`config.mk`:
```
export PLATFORM = sky130hd
export DESIGN_NAME = alu_decode_stage
export DESIGN_NICKNAME = d
export VERILOG_FILES = /design/src/rtl/alu_pkg.sv /design/src/rtl/alu_ctrl_dec.sv /design/src/rtl/alu_decode_stage.sv
export SDC_FILE = /design/constraint.sdc
export NUM_CORES = 1
export LEC_CHECK = 0
export ABC_AREA = 1
export BUFFER_PORTS_ARGS = -buffer_cell sky130_fd_sc_hd__buf_4
export CAP_MARGIN = 20
export CORE_ASPECT_RATIO = 0.75
export CORE_MARGIN = 2
export CORE_UTILIZATION = 47
export CTS_CLUSTER_DIAMETER = 200
export CTS_CLUSTER_SIZE = 25
export DETAILED_ROUTE_END_ITERATION = 16
export PLACE_DENSITY = 0.86
export SYNTH_ARGS = -nofsm -noshare
export SYNTH_HDL_FRONTEND = slang
export SYNTH_HIERARCHICAL = 1
export SYNTH_SLANG_ARGS = --single-unit
```
`constraint.sdc`:
```
create_clock -name clk -period 2.2 [get_ports clk]
set_input_delay 0 -clock clk [delete_from_list [all_inputs] [get_ports clk]]
set_output_delay 0 -clock clk [all_outputs]
set_load 0.05 [all_outputs]
```
`src/rtl/alu_pkg.sv`:
```
// Shared types and constants for the ALU decode/issue stage.
// ALU operation codes, RV32I opcodes and the decoded-entry record.
package alu_pkg;

    typedef enum logic [3:0] {
        AluAdd  = 4'b0000,
        AluSub  = 4'b0001,
        AluAnd  = 4'b0010,
        AluOr   = 4'b0011,
        AluXor  = 4'b0100,
        AluSlt  = 4'b0101,
        AluSltu = 4'b0110,
        AluSll  = 4'b0111,
        AluSrl  = 4'b1000,
        AluSra  = 4'b1001
    } alu_ctrl_e;

    localparam logic [6:0] OpcOp     = 7'b0110011;
    localparam logic [6:0] OpcOpImm  = 7'b0010011;
    localparam logic [6:0] OpcLui    = 7'b0110111;
    localparam logic [6:0] OpcAuipc  = 7'b0010111;
    localparam logic [6:0] OpcLoad   = 7'b0000011;
    localparam logic [6:0] OpcStore  = 7'b0100011;
    localparam logic [6:0] OpcBranch = 7'b1100011;

    typedef struct packed {
        logic [31:0] op1;
        logic [31:0] op2;
        alu_ctrl_e   ctrl;
        logic [4:0]  rd;
        logic        reg_write;
        logic        br_en;
        logic        br_inv;
        logic        illegal;
    } dec_entry_t;

endpackage

```
`src/rtl/alu_ctrl_dec.sv`:
```
// Combinational RV32I decoder: instruction plus operands and PC into one
// decoded ALU entry. Illegal encodings are flagged and neutralised here.
module alu_ctrl_dec
    import alu_pkg::*;
(
    input  logic [31:0] instr,
    input  logic [31:0] rs1_data,
    input  logic [31:0] rs2_data,
    input  logic [31:0] pc,
    output dec_entry_t  dec
);

    logic [6:0]  opcode;
    logic [2:0]  funct3;
    logic [6:0]  funct7;
    logic [31:0] imm_i;
    logic [31:0] imm_s;
    logic [31:0] imm_u;
    logic [31:0] shamt;
    logic        ill;

    assign opcode = instr[6:0];
    assign funct3 = instr[14:12];
    assign funct7 = instr[31:25];
    assign imm_i  = {{20{instr[31]}}, instr[31:20]};
    assign imm_s  = {{20{instr[31]}}, instr[31:25], instr[11:7]};
    assign imm_u  = {instr[31:12], 12'b0};
    assign shamt  = {27'b0, instr[24:20]};

    always_comb begin
        dec      = '0;
        ill      = 1'b0;
        dec.rd   = instr[11:7];
        dec.op1  = rs1_data;
        dec.op2  = rs2_data;
        dec.ctrl = AluAdd;
        case (opcode)
            OpcOp: begin
                dec.reg_write = 1'b1;
                if (funct7 == 7'b0000000) begin
                    case (funct3)
                        3'b000:  dec.ctrl = AluAdd;
                        3'b001:  dec.ctrl = AluSll;
                        3'b010:  dec.ctrl = AluSlt;
                        3'b011:  dec.ctrl = AluSltu;
                        3'b100:  dec.ctrl = AluXor;
                        3'b101:  dec.ctrl = AluSrl;
                        3'b110:  dec.ctrl = AluOr;
                        default: dec.ctrl = AluAnd;
                    endcase
                end else if (funct7 == 7'b0100000 && funct3 == 3'b000) begin
                    dec.ctrl = AluSub;
                end else if (funct7 == 7'b0100000 && funct3 == 3'b101) begin
                    dec.ctrl = AluSra;
                end else begin
                    ill = 1'b1;
                end
            end
            OpcOpImm: begin
                dec.reg_write = 1'b1;
                dec.op2       = imm_i;
                case (funct3)
                    3'b000: dec.ctrl = AluAdd;
                    3'b010: dec.ctrl = AluSlt;
                    3'b011: dec.ctrl = AluSltu;
                    3'b100: dec.ctrl = AluXor;
                    3'b110: dec.ctrl = AluOr;
                    3'b111: dec.ctrl = AluAnd;
                    3'b001: begin
                        dec.op2  = shamt;
                        dec.ctrl = AluSll;
                        ill      = (funct7 != 7'b0000000);
                    end
                    default: begin
                        // Only instr[30] may be set: it picks arithmetic shift.
                        dec.op2  = shamt;
                        dec.ctrl = instr[30] ? AluSra : AluSrl;
                        ill      = ({funct7[6], funct7[4:0]} != 6'b0);
                    end
                endcase
            end
            OpcLui: begin
                dec.reg_write = 1'b1;
                dec.op1       = '0;
                dec.op2       = imm_u;
            end
            OpcAuipc: begin
                dec.reg_write = 1'b1;
                dec.op1       = pc;
                dec.op2       = imm_u;
            end
            OpcLoad: begin
                dec.reg_write = 1'b1;
                dec.op2       = imm_i;
            end
            OpcStore: begin
                dec.op2 = imm_s;
            end
            OpcBranch: begin
                dec.br_en = 1'b1;
                case (funct3)
                    3'b000: dec.ctrl = AluSub;
                    3'b001: begin dec.ctrl = AluSub;  dec.br_inv = 1'b1; end
                    3'b100: dec.ctrl = AluSlt;
                    3'b101: begin dec.ctrl = AluSlt;  dec.br_inv = 1'b1; end
                    3'b110: dec.ctrl = AluSltu;
                    3'b111: begin dec.ctrl = AluSltu; dec.br_inv = 1'b1; end
                    default: ill = 1'b1;
                endcase
            end
            default: ill = 1'b1;
        endcase

        if (ill) begin
            dec.ctrl      = AluAdd;
            dec.reg_write = 1'b0;
            dec.br_en     = 1'b0;
            dec.br_inv    = 1'b0;
        end
        if (dec.rd == 5'd0) begin
            dec.reg_write = 1'b0;
        end
        dec.illegal = ill;
    end

endmodule

```
`src/rtl/alu_decode_stage.sv`:
```
// Registered decode/issue stage feeding the ALU over valid/ready handshakes.
// Define ALU_DEC_SKID_EN for a two-entry buffer with registered in_ready.
module alu_decode_stage
    import alu_pkg::*;
#(
    parameter int D_WIDTH = 32
) (
    input  logic               clk,
    input  logic               rst,
    input  logic               in_valid,
    output logic               in_ready,
    input  logic [31:0]        instr,
    input  logic [D_WIDTH-1:0] rs1_data,
    input  logic [D_WIDTH-1:0] rs2_data,
    input  logic [D_WIDTH-1:0] pc,
    input  logic               flush,
    output logic               out_valid,
    input  logic               out_ready,
    output logic [D_WIDTH-1:0] aluop1,
    output logic [D_WIDTH-1:0] aluop2,
    output logic [3:0]         aluctrl,
    output logic [4:0]         rd_addr,
    output logic               reg_write,
    output logic               br_en,
    output logic               br_inv,
    output logic               illegal
);

    localparam logic [1:0] StEmpty = 2'd0;
    localparam logic [1:0] StOne   = 2'd1;

    dec_entry_t dec;
    dec_entry_t main_q, main_d;
    logic [1:0] state_q, state_d;
    logic       accept;
    logic       consume;

    alu_ctrl_dec u_alu_ctrl_dec (
        .instr    (instr),
        .rs1_data (rs1_data),
        .rs2_data (rs2_data),
        .pc       (pc),
        .dec      (dec)
    );

    assign out_valid = (state_q != StEmpty);
    assign accept    = in_valid && in_ready;
    assign consume   = out_valid && out_ready;

`ifdef ALU_DEC_SKID_EN
    localparam logic [1:0] StTwo = 2'd2;

    dec_entry_t skid_q, skid_d;

    // Depends only on state, so no combinational path from out_ready.
    assign in_ready = (state_q != StTwo);

    always_comb begin
        state_d = state_q;
        main_d  = main_q;
        skid_d  = skid_q;
        if (flush) begin
            state_d = StEmpty;
        end else begin
            case (state_q)
                StEmpty: begin
                    if (accept) begin
                        main_d  = dec;
                        state_d = StOne;
                    end
                end
                StOne: begin
                    if (accept && consume) begin
                        main_d = dec;
                    end else if (accept) begin
                        skid_d  = dec;
                        state_d = StTwo;
                    end else if (consume) begin
                        state_d = StEmpty;
                    end
                end
                StTwo: begin
                    if (consume) begin
                        main_d  = skid_q;
                        state_d = StOne;
                    end
                end
                default: state_d = StEmpty;
            endcase
        end
    end

    always_ff @(posedge clk or posedge rst) begin
        if (rst) begin
            skid_q <= '0;
        end else begin
            skid_q <= skid_d;
        end
    end
`else
    assign in_ready = !out_valid || out_ready;

    always_comb begin
        state_d = state_q;
        main_d  = main_q;
        if (flush) begin
            state_d = StEmpty;
        end else if (accept) begin
            main_d  = dec;
            state_d = StOne;
        end else if (consume) begin
            state_d = StEmpty;
        end
    end
`endif

    always_ff @(posedge clk or posedge rst) begin
        if (rst) begin
            state_q <= StEmpty;
            main_q  <= '0;
        end else begin
            state_q <= state_d;
            main_q  <= main_d;
        end
    end

    assign aluop1    = main_q.op1;
    assign aluop2    = main_q.op2;
    assign aluctrl   = main_q.ctrl;
    assign rd_addr   = main_q.rd;
    assign reg_write = main_q.reg_write;
    assign br_en     = main_q.br_en;
    assign br_inv    = main_q.br_inv;
    assign illegal   = main_q.illegal;

endmodule

```
==> reports/qor.csv, run 1 <==
stage;metric;value;unit
power;swShare;0.369;
synth;synth_area_leaders;dfrtp_1, nand2_1, nand3_1;
worst_setup_path;crit_arrival;2.09;ns
worst_setup_path;cp-end-kind;flop;
clock_network;cts_tree;built;
routing;drc;0;
worst_setup_path;cpPeakStageDelay;0.59;ns
sta;finalClockSkew;0.00686;ns
clock_network;clock-sinks;78;
worst_setup_path;worstPathMaxFanout;53;
sta;setup_violations;0;
power;p_int;0.00318;W
placement;port_buffers;211;
global_route;antenna_found_initial;0;
global_route;grt_use_total;0.275;
floorplan;start_util;0.478;
clock_network;htreeDepth;3;
power;leakage;3.79;nW
sta;rsz0062_at_grt;false;
sta;max_freq;0.531;GHz
sta;tightest_slew;0.791;ns
worst_setup_path;crit_chain;nand2_2 -> buf_4 -> a21oi_1 -> dlygate4sd3_1;
worst_setup_path;cpMaxStageDelayCell;dlygate4sd3_1;
clock_network;clk_latency;0.33;ns
global_route;grt_use_met2;0.448;
synth;ys_seq_elements;78;
sta;hold_viol;0;
routing;drt-pass1-iter-count;5;
synth;syn_inst;661;
global_route;met3_usage;0.0759;
flow_run;cap_violations;0;
worst_setup_path;worstPathRequired;2.41;ns
floorplan;pin_count;212;
routing;dr_total_vias;5062;
clock_network;cts.path.max_buffers;2;
power;pwr-share-comb;0.340;
synth;ys_warn_count;6;
power;peakVddDrop;0.425;mV
global_route;grt_max_degree;78;
sta;post-route-period-util;0.857;
routing;drtIter0Drc;507;
placement;dp_hpwl;10300;um
global_route;grt_pass1_wl;23100;um
synth;synth.top_cell.area_share;0.428;
global_route;grt_use_met1;0.375;
sta;period_needed;1.88;ns
power;clkPwrFrac;0.314;
finish;syn2layout_area_growth;44.8;%
worst_setup_path;start_kind;flop;
routing;detail-route-antenna-nets;0;
synth;ys_seq_area_frac;0.428;
sta;finalMaxSlewViolations;0;
placement;place.gp.congestion;0.934;
clock_network;cts-root-buf;clkbuf_16;
status;outcome;finished clean;
synth;syn_nets;794;
min_path;hp-class;primary input to flop;
finish;multiInputGateArea;0.00214;mm^2
global_route;grt_pass1_vias;4597;
sta;slew_headroom;0.473;
finish;fillers;824;
clock_network;clk_pin_slew;0.06;ns
routing;vias_per_cell;5.07;
routing;drt-total-wl;14700;um
synth;synth_cell_types;25;
floorplan;core_area;0.00954;mm^2
floorplan;dieArea;0.0105;mm^2
finish;regArea;0.00195;mm^2
global_route;grt_overflow;0;
synth;post_synth.cell_area_avg;6.89;um^2
clock_network;cts_buffers;9;
finish;nNetsFinal;994;
synth;syn-cell-area;0.00456;mm^2
floorplan;rows;31;
sta;setup-tns-final;0;ns
floorplan;die_w;118;um
synth;yosysTopAreaCell;dfrtp_1;
floorplan;die_h;89.3;um
power;p_sw;0.00186;W
routing;wire_per_inst;14.7;um
power;powerDensity;765;mW/mm^2
global_route;gr-max-usage-layer;met2;
sta;hold-worst-slack;0.00845;ns
power;seq_power_share;0.346;
finish;drive_gt1_frac;0.296;
clock_network;cts_resized;0;
worst_setup_path;setup.worst_path.class;flop to flop;
logic make-up after synthesis:
group,Yosys count,synth area share
AO/OA/AOI/OAI,44,0.0494
buffers and inverters,98,0.101
flip-flops,78,0.428
AND/OR/NAND/NOR,441,0.421
cells in the mapped netlist:
cell type / instances
a21oi_1: 3
nor2_4: 3
inv_1: 46
buf_6: 2
o211ai_1: 1
nand2_1: 283
inv_2: 6
nand3_1: 92
dfrtp_1: 78
nand4_1: 25
o21ai_0: 38
nor3_1: 3
buf_1: 3
clkinv_2: 1
o21bai_1: 1
nand3_4: 1
nor2_1: 23
buf_2: 23
nand2_4: 2
o21ai_1: 1
nand3_2: 2
nor2_2: 3
clkbuf_1: 4
nand2_2: 4
buf_4: 13
path summary, 6_finish.rpt:
kind                                   start         end  slack (ns)  depth (start not counted)
worst min-delay path            rs1_data[26]  aluop1[26]       0.008                          5
min in group asynchronous                rst  aluop1[13]        0.27                          3
worst min register to register    aluop1[15]  aluop1[15]        0.47                          2
max in group asynchronous                rst  rd_addr[1]        1.28                          4
worst max register to register    state_q[0]  state_q[0]        0.32                          4
worst max-delay path              state_q[0]  state_q[0]        0.32                          4
cells in the final DEF (no fill, tap or decap), types with 4 or more instances in the layout:
cell,n
nand2_2,4
nand4_1,25
clkbuf_16,9
inv_1,45
o21ai_0,38
nand2_1,283
dfrtp_1,78
dlygate4sd3_1,15
nand3_1,92
inv_2,6
nor2_1,23
buf_4,217
flip-flops by register name, summed over array words and instances, names as in the netlist, 4 cells and up:
| register | flops |
|---|---|
| aluctrl | 4 |
| aluop1 | 32 |
| aluop2 | 32 |
| rd_addr | 5 |
area by class of cell:
type / count / area share
diodes: 1 / 0.000379
clock buffers: 10 / 0.0347
repair buffers: 234 / 0.276
well taps: 132 / 0.0250
flip-flops and latches: 78 / 0.296
clock inverters: 5 / 0.0127
multi-input cells: 485 / 0.325
inverters: 53 / 0.0305
critical path, delay by kind of cell (launching register included):
| kind | cells | cell delay, ns |
|---|---|---|
| AOI/OAI and AO/OA | 1 | 0.13 |
| DFF | 1 | 0.40 |
| and+or+nand+nor | 1 | 0.12 |
| buffers and inverters | 2 | 1.08 |
metal layers:
layer  vias up  wire (um)  part of all wire
met5         -          0                 0
li1       2500          -                 -
met3        21       1150             0.078
met4         0        162             0.011
met2       238       6900              0.47
met1      2303       6480              0.44
timing repair:
action,4_1_cts,5_1_grt
buffers inserted,0,0
hold buffers,15,0
hold endpoints to repair,45,0
per-stage QoR:
step	utilization	cell area (um^2)	setup WS, ns	cells	power, W
CTS	0.691	6590	0.324	997	0.00509
global route	0.691	6590	0.274	997	0.00527
floorplan	-	4560	0.205	661	0.00282
global placement	0.643	6130	0.527	967	0.00344
finish	0.691	6600	0.315	998	0.00505
detailed placement	0.643	6130	0.455	967	0.00347
power by group through the flow:
stage / logic (W) / clock network (W) / registers, W
6_report: 0.00171 / 0.00159 / 0.00175
5_1_grt: 0.00182 / 0.00168 / 0.00177
4_1_cts: 0.00172 / 0.00162 / 0.00175
3_5_place_dp: 0.00170 / 0 / 0.00177
3_3_place_gp: 0.00168 / 0 / 0.00176
2_1_floorplan: 0.000372 / 0 / 0.00245
Note: power is estimated with default switching activity, not from simulation.
==> run 2, diff against run 1 <==
CORE_MARGIN = 8   (was 2)
==> run 2 against run 1 <==
- worst hold slack got worse by 0.00080 ns
- utilization increased by 0.30 points
- worst setup slack lost 0.13 ns
- global-route usage is 3.2 points lower
- first-iteration DRC count down 28%
- via count is 1.6% higher
- combinational power about the same
- register-to-register slack worse by 0.13 ns
- largest cell class unchanged
==> reports/qor.csv, run 2 (same netlist as run 1, synthesis figures left out) <==
stage;metric;value;unit
sta;post-route-period-util;0.918;
sta;rsz0062_at_grt;false;
clock_network;cts.path.max_buffers;2;
routing;drt-total-wl;15900;um
routing;wire_per_inst;15.9;um
routing;drt-pass1-iter-count;8;
clock_network;cts_tree;built;
worst_setup_path;worstPathRequired;2.41;ns
clock_network;cts_buffers;9;
worst_setup_path;r2r_setup_slack;0.18;ns
global_route;grt_max_degree;80;
sta;tightest_slew;0.827;ns
clock_network;clock-sinks;78;
worst_setup_path;timing.rr.end;state_q[0];
routing;wl_met3;1590;um
sta;finalMaxSlewViolations;0;
global_route;grt_pass1_vias;5007;
global_route;antenna_found_initial;2;
placement;place_inst;968;
worst_setup_path;cpMaxStageDelayCell;buf_4;
min_path;holdPathEnd;aluop2[5];
power;p_int;0.00307;W
worst_setup_path;cp-end-kind;flop;
min_path;holdCritStartpoint;rs2_data[5];
sta;hold_viol;0;
routing;dr_total_vias;5144;
global_route;grt_pass1_wl;25300;um
worst_setup_path;crit_arrival;2.23;ns
placement;place.gp.congestion;0.880;
clock_network;cts-root-buf;clkbuf_16;
clock_network;postCtsSetupBuffers;0;
min_path;hold_depth;5;
floorplan;dieArea;0.0131;mm^2
status;outcome;finished clean;
sta;period_needed;2.02;ns
global_route;grt_use_total;0.243;
finish;drive_gt1_frac;0.296;
clock_network;htreeDepth;3;
floorplan;die_h;101;um
floorplan;die_w;130;um
power;clkPwrFrac;0.295;
finish;mostFrequentLayoutCell;nand2_1;
worst_setup_path;start_kind;flop;
routing;drtIter0Drc;367;
placement;place_area;0.00614;mm^2
routing;detail-route-antenna-nets;0;
clock_network;cts_resized;0;
finish;post-route-util;0.694;
power;p_sw;0.00185;W
routing;drc;0;
floorplan;start_util;0.478;
floorplan;core_area;0.00954;mm^2
flow_run;cap_violations;0;
power;seq_power_share;0.353;
placement;dp_hpwl;11400;um
sta;finalClockSkew;0.00459;ns
finish;layout_common_cells;nand2_1, buf_4, nand3_1;
sta;setup-tns-final;0;ns
sta;max_freq;0.495;GHz
routing;top_layer;met4;
placement;port_buffers;211;
worst_setup_path;cpPeakStageDelay;0.66;ns
worst_setup_path;r2r-start;state_q[0];
worst_setup_path;r2r_cells;4;
floorplan;rows;31;
worst_setup_path;setup.worst_path.class;flop to flop;
power;pwr-share-comb;0.352;
clock_network;clk_latency;0.33;ns
clock_network;clk_pin_slew;0.06;ns
finish;stdcell_area;0.00663;mm^2
finish;instances_no_fill;1005;
finish;syn2layout_area_growth;45.4;%
routing;vias_per_cell;5.12;
finish;nNetsFinal;999;
min_path;hp-class;primary input to flop;
global_route;grt_overflow;0;
power;swShare;0.376;
worst_setup_path;crit_buf_inv;2;
worst_setup_path;crit_chain;nand2_2 -> buf_4 -> a21oi_1 -> dlygate4sd3_1;
worst_setup_path;worstPathMaxFanout;79;
worst_setup_path;cp_top_family;buffers and inverters;
power;peakVddDrop;0.460;mV
power;powerDensity;743;mW/mm^2
sta;slew_headroom;0.448;
routing;wl_met2;7380;um
power;leakage;3.82;nW
finish;fillers;828;
routing;wl_met1;6560;um
sta;setup_violations;0;
floorplan;pin_count;212;
[run 2: cell types whose count changed in the layout (fill, tap and decap cells not counted)]
cell and delta:
inv_6 -1, buf_4 +1, clkinv_4 +2, bufinv_16 -1, diode_2 +1, dlygate4sd3_1 +4
clkinv_2 +3, clkinvlp_4 -2
[run 2: power groups by stage]
| stage | logic, W | registers, W | clock network (W) |
|---|---|---|---|
| 4_1_cts | 0.00174 | 0.00174 | 0.00148 |
| 3_5_place_dp | 0.00171 | 0.00176 | 0 |
| 5_1_grt | 0.00185 | 0.00176 | 0.00153 |
| 2_1_floorplan | 0.000372 | 0.00245 | 0 |
| 3_3_place_gp | 0.00170 | 0.00175 | 0 |
| 6_report | 0.00173 | 0.00174 | 0.00145 |
[run 2: per-layer routing]
metal,GRT usage,vias up
li1,-,2509
met2,0.389,252
met1,0.305,2348
met4,0.0925,0
met5,0,-
met3,0.0715,35
[run 2: metrics by stage]
step	hold slack, ns	setup slack [ns]	power [W]
after floorplan	0.0631	0.205	0.00282
after global placement	0.00857	0.686	0.00345
after detailed placement	0.0145	0.695	0.00347
after CTS	0.000315	0.228	0.00496
after global routing	0.0201	0.0716	0.00514
final	0.00766	0.180	0.00492
[run 2: how the worst max path moves through the flow]
| stage | from | end | cells after the start |
|---|---|---|---|
| 2_1_floorplan | rst | aluctrl[0] | 1 |
| 3_3_place_gp | state_q[0] | aluop2[11] | 4 |
| 3_5_place_dp | instr[1] | aluop2[11] | 13 |
| 4_1_cts | state_q[0] | state_q[0] | 4 |
| 5_1_grt | state_q[0] | state_q[0] | 4 |
| 6_report | state_q[0] | state_q[0] | 4 |
[run 2: area by class of cell]
class,instances,area (um^2),area share
antenna,2,5.00,0.000755
clock buffer,10,229,0.0346
clock inverter,6,62.6,0.00944
inverter,53,201,0.0304
multi-input combinational,485,2140,0.324
sequential,78,1950,0.295
tap,132,165,0.0249
timing repair buffer,239,1870,0.282
[run 2: repair_timing]
action / in CTS / in global routing
hold buffers: 19 / 0
hold endpoints to repair: 39 / 0
endpoints found under the setup margin: 0 / 0
[run 2: worst register-to-register path: cells and delay by family (launching register included)]
family	cells	cell delay [ns]
AO/OA/AOI/OAI	1	0.16
AND/OR/NAND/NOR	1	0.09
buffers and inverters	2	1.27
flip-flops	1	0.38
